===== config.mk =====
export PLATFORM = sky130hd
export DESIGN_NAME = uart_alu_frame_ctrl
export DESIGN_NICKNAME = d
export VERILOG_FILES = /design/src/rtl/uart_alu_frame_ctrl.sv
export SDC_FILE = /design/constraint.sdc
export NUM_CORES = 1
export LEC_CHECK = 0
export BUFFER_PORTS_ARGS = -buffer_cell sky130_fd_sc_hd__buf_2
export CAP_MARGIN = 30
export CORE_ASPECT_RATIO = 0.7
export CORE_MARGIN = 5
export CORE_UTILIZATION = 58
export DETAILED_ROUTE_END_ITERATION = 8
export GPL_TIMING_DRIVEN = 0
export HOLD_SLACK_MARGIN = 0.08
export PLACE_DENSITY = 0.93
export SETUP_SLACK_MARGIN = 0.15
export SLEW_MARGIN = 20
export SYNTH_ARGS = -nofsm -noshare
export SYNTH_HDL_FRONTEND = slang
export SYNTH_SLANG_ARGS = --single-unit

===== constraint.sdc =====
create_clock -name clk -period 4.55 [get_ports clk]
set_input_delay 0.2275 -clock clk [delete_from_list [all_inputs] [get_ports clk]]
set_output_delay 0.2275 -clock clk [all_outputs]
set_load 0.05 [all_outputs]

===== src/rtl/uart_alu_frame_ctrl.sv =====
`default_nettype none
// ============================================================================
// Module   : uart_alu_frame_ctrl
// Purpose  : Framed command controller between UART byte FIFOs and an ALU.
//            Frame in : SYNC, A (NBYTES, LSB first), B (NBYTES, LSB first),
//                       opcode, XOR checksum of A/B/opcode bytes.
//            Frame out: status byte (00 ok, 01 checksum, 02 timeout), then
//                       NBYTES result bytes LSB first when status is 00.
// Ports    : clk, reset (async active-low)
//            rx_empty/r_data/rd_uart   - rx FIFO (first-word fall-through)
//            tx_full/w_data/wr_uart    - tx FIFO
//            a/b/op -> ALU, res <- ALU (combinational)
//            busy, frame_cnt, err_cnt  - status and saturating counters
// Revision : 1.0 - initial framed release
// ============================================================================
module uart_alu_frame_ctrl #(
    parameter int              DBIT    = 8,
    parameter int              NBYTES  = 2,
    parameter logic [DBIT-1:0] SYNC    = 8'hA5,
    parameter int              TIMEOUT = 2000000,
    parameter int              TO_BIT  = 21
) (
    input  logic                   clk,
    input  logic                   reset,
    input  logic                   rx_empty,
    input  logic [DBIT-1:0]        r_data,
    output logic                   rd_uart,
    input  logic                   tx_full,
    output logic                   wr_uart,
    output logic [DBIT-1:0]        w_data,
    output logic [DBIT*NBYTES-1:0] a,
    output logic [DBIT*NBYTES-1:0] b,
    output logic [DBIT-1:0]        op,
    input  logic [DBIT*NBYTES-1:0] res,
    output logic                   busy,
    output logic [7:0]             frame_cnt,
    output logic [7:0]             err_cnt
);

    localparam int              W        = DBIT * NBYTES;
    localparam int              IDX_W    = (NBYTES > 1) ? $clog2(NBYTES) : 1;
    localparam logic [IDX_W-1:0] LAST_IDX = IDX_W'(NBYTES - 1);
    localparam logic [TO_BIT-1:0] TO_LAST = TO_BIT'(TIMEOUT - 1);
    localparam logic [DBIT-1:0] ST_OK    = DBIT'(8'h00);
    localparam logic [DBIT-1:0] ST_CHK   = DBIT'(8'h01);
    localparam logic [DBIT-1:0] ST_TO    = DBIT'(8'h02);

    typedef enum logic [3:0] {
        IDLE    = 4'd0,
        RX_A    = 4'd1,
        RX_B    = 4'd2,
        RX_OP   = 4'd3,
        RX_CHK  = 4'd4,
        EXEC    = 4'd5,
        TX_STAT = 4'd6,
        TX_RES  = 4'd7
    } state_t;

    state_t            state, state_nx;
    logic [IDX_W-1:0]  byte_idx;
    logic [DBIT-1:0]   chk;
    logic [DBIT-1:0]   status;
    logic [DBIT-1:0]   shadow_op;
    logic [W-1:0]      shadow_a, shadow_b, result;
    logic [TO_BIT-1:0] to_cnt;

    logic in_frame, pop, push, last_idx, timeout;

    // in_frame covers only the states where the inter-byte timer runs
    assign in_frame = (state == RX_A) || (state == RX_B) ||
                      (state == RX_OP) || (state == RX_CHK);
    // reset gates the pop strobe so it stays low while reset is asserted
    assign pop      = reset && !rx_empty && ((state == IDLE) || in_frame);
    assign push     = !tx_full && ((state == TX_STAT) || (state == TX_RES));
    assign last_idx = (byte_idx == LAST_IDX);
    // a byte present in the expiry cycle is consumed instead of timing out
    assign timeout  = in_frame && rx_empty && (to_cnt == TO_LAST);

    always_ff @(posedge clk or negedge reset) begin
        if (!reset) begin
            state <= IDLE;
        end else begin
            state <= state_nx;
        end
    end

    always_comb begin
        state_nx = state;
        rd_uart  = pop;
        wr_uart  = push;
        busy     = (state != IDLE);
        w_data   = '0;
        case (state)
            IDLE:    if (pop && (r_data == SYNC)) state_nx = RX_A;
            RX_A:    if (pop && last_idx) state_nx = RX_B;
                     else if (timeout)    state_nx = TX_STAT;
            RX_B:    if (pop && last_idx) state_nx = RX_OP;
                     else if (timeout)    state_nx = TX_STAT;
            RX_OP:   if (pop)             state_nx = RX_CHK;
                     else if (timeout)    state_nx = TX_STAT;
            RX_CHK:  if (pop)             state_nx = (r_data == chk) ? EXEC : TX_STAT;
                     else if (timeout)    state_nx = TX_STAT;
            EXEC:    state_nx = TX_STAT;
            TX_STAT: begin
                w_data = status;
                if (push) state_nx = (status == ST_OK) ? TX_RES : IDLE;
            end
            TX_RES: begin
                w_data = result[byte_idx*DBIT +: DBIT];
                if (push && last_idx) state_nx = IDLE;
            end
            default: state_nx = IDLE;
        endcase
    end

    always_ff @(posedge clk or negedge reset) begin
        if (!reset) begin
            byte_idx  <= '0;
            chk       <= '0;
            status    <= '0;
            shadow_a  <= '0;
            shadow_b  <= '0;
            shadow_op <= '0;
            result    <= '0;
            to_cnt    <= '0;
            a         <= '0;
            b         <= '0;
            op        <= '0;
            frame_cnt <= '0;
            err_cnt   <= '0;
        end else begin
            case (state)
                IDLE: begin
                    if (pop && (r_data == SYNC)) begin
                        chk      <= '0;
                        byte_idx <= '0;
                        to_cnt   <= '0;
                    end
                end
                RX_A, RX_B, RX_OP, RX_CHK: begin
                    if (pop) begin
                        to_cnt <= '0;
                        case (state)
                            RX_A: begin
                                shadow_a[byte_idx*DBIT +: DBIT] <= r_data;
                                chk      <= chk ^ r_data;
                                byte_idx <= last_idx ? '0 : byte_idx + 1'b1;
                            end
                            RX_B: begin
                                shadow_b[byte_idx*DBIT +: DBIT] <= r_data;
                                chk      <= chk ^ r_data;
                                byte_idx <= last_idx ? '0 : byte_idx + 1'b1;
                            end
                            RX_OP: begin
                                shadow_op <= r_data;
                                chk       <= chk ^ r_data;
                            end
                            default: begin
                                // ALU operands are loaded here so res is
                                // already settled during the EXEC cycle
                                if (r_data == chk) begin
                                    a  <= shadow_a;
                                    b  <= shadow_b;
                                    op <= shadow_op;
                                end else begin
                                    status <= ST_CHK;
                                    if (err_cnt != 8'hFF) err_cnt <= err_cnt + 8'd1;
                                end
                            end
                        endcase
                    end else if (timeout) begin
                        to_cnt <= '0;
                        status <= ST_TO;
                        if (err_cnt != 8'hFF) err_cnt <= err_cnt + 8'd1;
                    end else begin
                        to_cnt <= to_cnt + 1'b1;
                    end
                end
                EXEC: begin
                    result   <= res;
                    status   <= ST_OK;
                    byte_idx <= '0;
                    if (frame_cnt != 8'hFF) frame_cnt <= frame_cnt + 8'd1;
                end
                TX_RES: begin
                    if (push) byte_idx <= last_idx ? '0 : byte_idx + 1'b1;
                end
                default: ;
            endcase
        end
    end

endmodule
`default_nettype wire


Word-level counts from Yosys, hierarchy flattened

Cells that the tools add are included.
W data, S select, Z words.

Register bits: 154
Input port bits: 28
Output and inout port bits: 67

$add $sub $neg: 5
Eq/ne operators: 24
Shifts and indexed selects: 3
Multiplexer cells: 38
Bitwise operators: 2
Reduce and logical (&&, ||, !) cells: 36

Operator list:

| cell                      | number |
|---|---|
| $mux W8                   | 12 |
| $mux W21                  | 3 |
| $pmux W8 S2               | 3 |
| $pmux W21 S2              | 1 |
| $neg A4 Y34               | 1 |
| $shift A8 B34 Y16 const A | 1 |
| $shiftx A8 B34 Y16        | 1 |
| $bwmux W16                | 2 |
| $mux W4                   | 8 |
| $pmux W4 S8               | 1 |
| $add A21 B1 Y21 const B   | 1 |
| $eq A21 B21 Y1 const B    | 1 |
| $add A8 B1 Y8 const B     | 2 |
| $eq A4 B3 Y1 const B      | 4 |
| $ne A8 B8 Y1 const B      | 2 |
| $reduce_and A4 Y1         | 4 |
| $shiftx A16 B5 Y8         | 1 |
| $ne A2 B2 Y1 const B      | 7 |
| $reduce_and A3 Y1         | 4 |
| $ne A3 B3 Y1 const B      | 3 |
| $eq A4 B2 Y1 const B      | 2 |
| $eq A8 B8 Y1              | 1 |
| $eq A8 B8 Y1 const B      | 1 |
| $logic_and A1 B1 Y1       | 8 |
| other kinds (20)          | 34 |

Depth between registers and ports, before layout

Gate-level depths: netlist of the first run.

Depth in word-level cells: 9
Mapped depth: 10
Gate-level depth less buffers: 7

Least setup slack after synthesis of the first run

OpenSTA, ideal clock, no wires.

Path kind: register -> register
Start point: register state[3]
End point: register shadow_a[10]
Setup time: 125 ps
Arrival: 2,568 ps
Required time: 4,425 ps
Path slack: 1,857 ps
Stages on the path, launching flop included: 6
Buffers on the path: 1
Cells stage by stage: dfrtp_1 > or3b_1 > nor2_1 > and3_1 > clkbuf_1 > mux2_2

Longest elaborated chain between the ends: 7
Elaborated cells on any way between the ends: 12

Ends and longest elaborated chain:

| what                                         | line | RTL |
|---|---|---|
| start: declaration                           | 59   | `state_t state, state_nx;` |
| start signal: assignment                     | 83   | `state <= state_nx;` |
| $eq A4 B1 Y1 or $eq A4 B2 Y1 (tied branches) | 70   | `assign in_frame = (state == RX_A) \|\| (state == RX_B) \|\|` |
| $logic_or A1 B1 Y1 (2 in series)             | 70   |  |
| $logic_or A1 B1 Y1                           | 71   | `(state == RX_OP) \|\| (state == RX_CHK);` |
| $logic_or A1 B1 Y1 *                         | 73   | `assign pop = reset && !rx_empty && ((state == IDLE) \|\| in_frame);` |
| $logic_and A1 B1 Y1 *                        | 73   |  |
| via rd_uart                                  | 27   | `output logic rd_uart,` |
| $reduce_and A3 Y1 (no source line) *         | --   |  |
| end signal: indexed assignment               | 145  | `shadow_a[byte_idx*DBIT +: DBIT] <= r_data;` |
| end: declaration                             | 64   | `logic [W-1:0] shadow_a, shadow_b, result;` |

Mark *: on every way through the listed nets, which the timed path passes. The rest lies on a longest branch.
A chain may end at the register's enable or synchronous reset.

Worst setup path in the final report of the first run

Start point: input port reset
End point: register shadow_a[11]

Longest elaborated chain between the ends: 3

Ends and longest elaborated chain:

| what                               | line | RTL |
|---|---|---|
| start: declaration                 | 24   | `input logic reset,` |
| $logic_and A1 B1 Y1 (2 in series)  | 73   |  |
| $reduce_and A3 Y1 (no source line) | --   |  |

Every way passes these cells.

==> flow_summary.ini, run 1 <==
[power_and_ir_drop]
p_leak_uw = 0.00405
power_uw = 3230
ir_drop_uv = 238
powerDensity_mw_per_mm2 = 391

[sta]
period_share_pct = 74.9
finalCriticalPeriod_ps = 3410
hold_violations = 0
tightestPinTransition_ps = 919
maxSlewViolCount = 0
setup_viol = 0
fmax_ghz = 0.293
slew_headroom_pct = 38.4
rsz0062_at_grt = no
fin_worst_skew_ps = 7.95

[critical_path]
crit_path_max_fanout = 89
critPathKind = in2reg
ff2ff_path_depth = 6
end_kind = register
reg2reg_from = chk[4]
r2r-end = a[12]
cp-start-kind = primary input
required_ps = 4850
reg2reg_slack_ps = 1870
cp.arrival_ps = 3710

[place]
place.gp.congestion = 1.00
dp_hpwl_mm = 10.8
postPlaceCellArea_mm2 = 0.00743
post-place-cells = 804
portBuffers = 86

[clock_network]
ctsResizeCount = 0
cts.sinks = 148
clkLatencyLatePin_ps = 420
cts-root-buf = clkbuf_16
cts_tree = done
clk_pin_slew_ps = 60
clock_tree.buffer_depth = 2
h-tree-depth = 4
numCtsBuffers = 17

[layout]
utilization_pct = 71.4
fin_area_mm2 = 0.00825
layoutNonFillerInstCount = 852
nNetsFinal = 714
drive_gt1_share_pct = 33.0
syn_to_final_growth_pct = 21.9

[detailed_routing]
first_pass_iters = 9
drcViolationCount = 6
via_per_inst = 6.03
drtIter0Drc = 687
antenna_left = 0
vias = 5135
wl_mm = 17.1
route.detailed.wl_per_inst_um = 20.1

[yosys]
syn_area_mm2 = 0.00677
synth_ff_type = dfrtp_1
async_flop_share_pct = 100
synth_nets = 591
ys_seq_area_share_pct = 54.7
synth_edf_count = 0
ys_types = 56
synth.avg_cell_area_um2 = 12.1
synthCells = 560
yosysWarnings = 0
ys_ff_latch = 148

[min_path]
whs_path_depth = 3
whs_endpoint = chk[2]
hold_start = r_data[2]
hp-class = in2reg

[die]
fp.dieH_um = 100
die_w_um = 139
coreArea_mm2 = 0.0116
fp.dieArea_mm2 = 0.0140
ios = 95
start_util_pct = 58.5
placementRows = 33

[job]
drv_cap = 0

[run_status]
violations = design-rule violations
run_status = complete, but fails checks

[global_route]
grt_util_all_layers_pct = 25.7
grt_max_degree = 90
grt_pass1_vias = 5383
overflow = 0
grt_pass1_wl_mm = 28.1
antenna_found_initial = 1
-- metrics by stage --
stage / setup WS (ps) / hold WS [ps] / TNS (ps)
after floorplan: 1860 / -68.1 / 0
after global placement: -252 / 460 / -2490
after detailed placement: 1440 / 197 / 0
after CTS: 1260 / 184 / 0
after global routing: 850 / 213 / 0
final: 1140 / 202 / 0
-- worst max path at each step --
| stage | startpoint | to |
|---|---|---|
| floorplan | state[3] | shadow_a[10] |
| global placement | reset | to_cnt[10] |
| detailed placement | reset | to_cnt[10] |
| CTS | reset | shadow_a[11] |
| global route | reset | to_cnt[10] |
| finish | reset | shadow_a[11] |
-- synth_stat cells (8+ instances only) --
master,n,area [um2]
mux2i_1,16,160
dfrtp_1,148,3700
mux2_2,92,1040
o21a_1,10,75.1
o21ai_0,23,115
a21oi_1,8,40.0
o31ai_1,9,67.6
clkbuf_1,19,71.3
nand2_1,45,169
nand4_1,9,56.3
and3_1,8,50.1
xor2_1,19,166
nand3_1,19,95.1
mux2_1,8,90.1
nor2_1,31,116
xnor2_1,10,87.6
-- timing repair --
item	in CTS	in global routing
hold buffers	17	0
buffers inserted	0	0
endpoints found under the hold margin	80	0
-- layout by cell type (no fill, tap or decap), drive strengths merged, types with 7 or more instances in the layout --
cell type,n
dfrtp,148
mux2,100
buf,96
nand2,45
clkbuf,42
nor2,31
o21ai,24
nand3,20
xor2,19
dlygate4sd3,17
mux2i,16
nor3,14
o21a,10
xnor2,10
nand4,9
o31ai,9
a21oi,8
and3,8
inv,7
-- kinds of logic after synthesis --
group           share of synthesized area, %
xor+xnor                                3.75
flops                                   54.7
mux                                     19.0
buf+inv                                 2.39
other cells                           0.0554
compound gates                          6.49
fa+ha+maj                              0.555
simple gates                            13.0
-- where the power goes --
part           switching, uW  internal [uW]
clock                    533           1010
combinational            126           93.8
sequential              78.1           1390
total                    737           2490
-- layer usage --
metal  track usage, %  wire length [um]  part of all wire, %  vias to the layer above
met2             42.3              8360                   49                      248
met1             32.6              6910                   40                     2575
met3             6.38              1300                  7.6                       64
li1                 -                 -                    -                     2248
met5                0                 0                    0                        -
met4             11.7               524                  3.1                        0
-- flip-flops by register name (all words and copies together) (netlist names) --
register and cells:
err_cnt 8, chk 8, shadow_a 16, to_cnt 21, shadow_b 16, shadow_op 8, result 16, state 4
frame_cnt 8, b 16, byte_idx 1, a 16, op 8, status 2
-- worst max-delay path, stage by stage --
cell and delay [ps]:
dlygate4sd3_1 590, buf_8 400, buf_16 390, or3b_1 470
nor2_1 420, and3_1 250, clkbuf_1 440, mux2_2 420
-- area by class of cell --
cell class	instances	area, um2
diodes	2	5.00
plain buffers	30	135
clock buffers	21	470
clock inverters	8	175
fillers	741	3310
inverters	7	26.3
multi-input cells	375	2900
flip-flops and latches	148	3700
well taps	157	196
repair buffers	104	638
No activity file was read; power rests on OpenSTA's default activity.
==> run 2: changes to the inputs <==
- ABC_AREA: unset -> 1
- CORE_UTILIZATION: 58 -> 53
- PLACE_DENSITY: 0.93 -> 0.89
- clock period: 4.55 -> 3 ns (I/O delays scaled with it)
==> flow_summary.ini, run 2 <==
[clock_network]
cts_tree = done
h-tree-depth = 4
clk_pin_slew_ps = 60
clkLatencyLatePin_ps = 430
ctsResizeCount = 0
cts_setup_buffers = 0
clock_tree.buffer_depth = 2
cts-root-buf = clkbuf_16
cts.sinks = 148
numCtsBuffers = 17

[global_route]
grt_max_degree = 90
antenna_found_initial = 1
grt_pass1_vias = 6622
overflow = 0
grt_pass1_wl_mm = 32.8
grt_util_all_layers_pct = 24.5

[sta]
slew_headroom_pct = 64.8
fin_worst_skew_ps = 16.7
fmax_ghz = 0.407
period_share_pct = 82.0
hold_violations = 0
finalCriticalPeriod_ps = 2460
tightestPinTransition_ps = 528
maxSlewViolCount = 0
rsz0062_at_grt = no
setup_viol = 0
setup_tns_ps = 0

[yosys]
yosysMostFrequentCell = nand2_1
synth_top_family_by_area = simple AND/OR/NAND/NOR gates
synthMuxAreaShare_pct = 0
synth_ff_type = dfrtp_1
yosysWarnings = 0
synth_top_area_cell = dfrtp_1
synth.avg_cell_area_um2 = 8.15
ys_types = 47
syn_area_mm2 = 0.00749
synth_area_leaders = dfrtp_1 (49%), nand2_1 (17%), nand3_1 (5.1%)
yosys-top-cells-count = nand2_1 (338), dfrtp_1 (148), nand3_1 (77), nor2_1 (60), o21ai_0 (56)
synth_top_area_share_pct = 49.4
async_flop_share_pct = 100
ys_seq_area_share_pct = 49.4
synth_fa_ha_area_share_pct = 0.501
ys_ff_latch = 148
synth_nets = 950
synth-compound-area-share_pct = 7.15
synth_xor_area_share_pct = 1.99
synth_edf_count = 0
yosys.area_share.simple_pct = 34.5
synthCells = 919

[critical_path]
cp.arrival_ps = 2310
reg2reg_slack_ps = 1100
slowest_stage = dfrtp_1
ff2ff_path_depth = 6
cp_num_buf_inv = 3
crit_path_max_fanout = 8
required_ps = 2850
reg2reg_from = to_cnt[0]
cpPeakStageDelay_ps = 440
worst_path_most_repeated_cell = inv_1
r2r-end = to_cnt[7]
critPathKind = reg2out
end_kind = primary output
cp-start-kind = register
crit_path_cell_trace = inv_1 > nand2_1 > nor2_1 > inv_1 > o32ai_1 > buf_2
cp_top_family = buffers and inverters

[detailed_routing]
antenna_left = 0
drcViolationCount = 0
vias = 6893
wl_mm = 20.0
route.detailed.wl_per_inst_um = 16.0
drtIter0Drc = 776
first_pass_iters = 5
via_per_inst = 5.50

[layout]
largest_register_ffs = 21
drive_gt1_share_pct = 20.3
largest-register = to_cnt
nNetsFinal = 1083
diodes = 0
final_common_cell = nand2_1
final_cell_mix = nand2_1 (338), dfrtp_1 (148), buf_2 (101)
syn_to_final_growth_pct = 20.8

[die]
placementRows = 36
fp.dieArea_mm2 = 0.0167
die_w_um = 152
fp.dieH_um = 109
coreArea_mm2 = 0.0139
ios = 95
start_util_pct = 54.0

[min_path]
hp-class = in2reg
hold_start = r_data[0]
whs_path_depth = 3
whs_endpoint = shadow_op[0]

[power_and_ir_drop]
power_uw = 5030
ir_drop_uv = 352
powerDensity_mw_per_mm2 = 556
p_leak_uw = 0.00470

[run_status]
run_status = complete, no violations

[place]
place.gp.congestion = 0.909
portBuffers = 94
dp_hpwl_mm = 13.8

[job]
drv_cap = 0
==> run 2: worst max-delay path by stage <==
stage | end | slack, ps | cells past startpoint | from
2_1_floorplan | w_data[0] | 670 | 5 | state[3]
3_3_place_gp | shadow_a[6] | -980 | 8 | reset
3_5_place_dp | shadow_a[7] | 660 | 9 | reset
4_1_cts | shadow_a[4] | 450 | 9 | reset
5_1_grt | shadow_a[4] | 270 | 9 | reset
6_report | w_data[0] | 540 | 6 | state[3]
==> run 2: power breakdown <==
group | switching, uW | internal [uW]
combinational | 393 | 190
sequential | 108 | 2140
clock | 848 | 1350
==> run 2: final cells by class <==
cell class                 count  area [um2]
buffer                        30         214
timing repair buffer         114         713
sequential                   148        3700
fill                        1091        4820
inverter                      68         263
clock buffer                  20         457
clock inverter                11         150
tap                          190         238
multi-input combinational    673        3310
==> run 2: repair_timing <==
| item | 4_1_cts | 5_1_grt |
|---|---|---|
| endpoints found under the hold margin | 77 | 0 |
| hold buffers | 18 | 0 |
| endpoints found under the setup margin | 0 | 5 |
==> run 2: cells by family after synthesis <==
| group | count (synthesis) |
|---|---|
| AND/OR/NAND/NOR | 558 |
| flip-flops | 148 |
| buffers and inverters | 98 |
| AO/OA/AOI/OAI | 94 |
| XOR/XNOR | 17 |
| adder cells (fa/ha/maj) | 3 |
| other | 1 |
==> run 2: worst register-to-register path, delay by kind of cell, from the launching register on <==
family | cells | cell delay (ps)
AND/OR/NAND/NOR | 4 | 1050
flip-flops | 1 | 380
adder cells (fa/ha/maj) | 1 | 220
AO/OA/AOI/OAI | 1 | 120
==> run 2: metal layers <==
metal	global-route usage [%]	routed length, um	up-vias
met5	0	18	-
met4	7.31	306	2
met3	7.79	2030	38
met2	37.8	8870	335
met1	33.7	8810	3272
li1	-	-	3246
==> run 2: through the flow <==
step	util (%)	cell area (um2)	setup WS [ps]	hold slack, ps	instances
after CTS	65.1	9020	452	90.2	1253
after global routing	65.2	9050	271	90.0	1254
after floorplan	-	7490	670	-146	919
final	65.2	9050	541	91.5	1254
after global placement	59.1	8200	-984	354	1203
after detailed placement	59.4	8240	657	106	1204
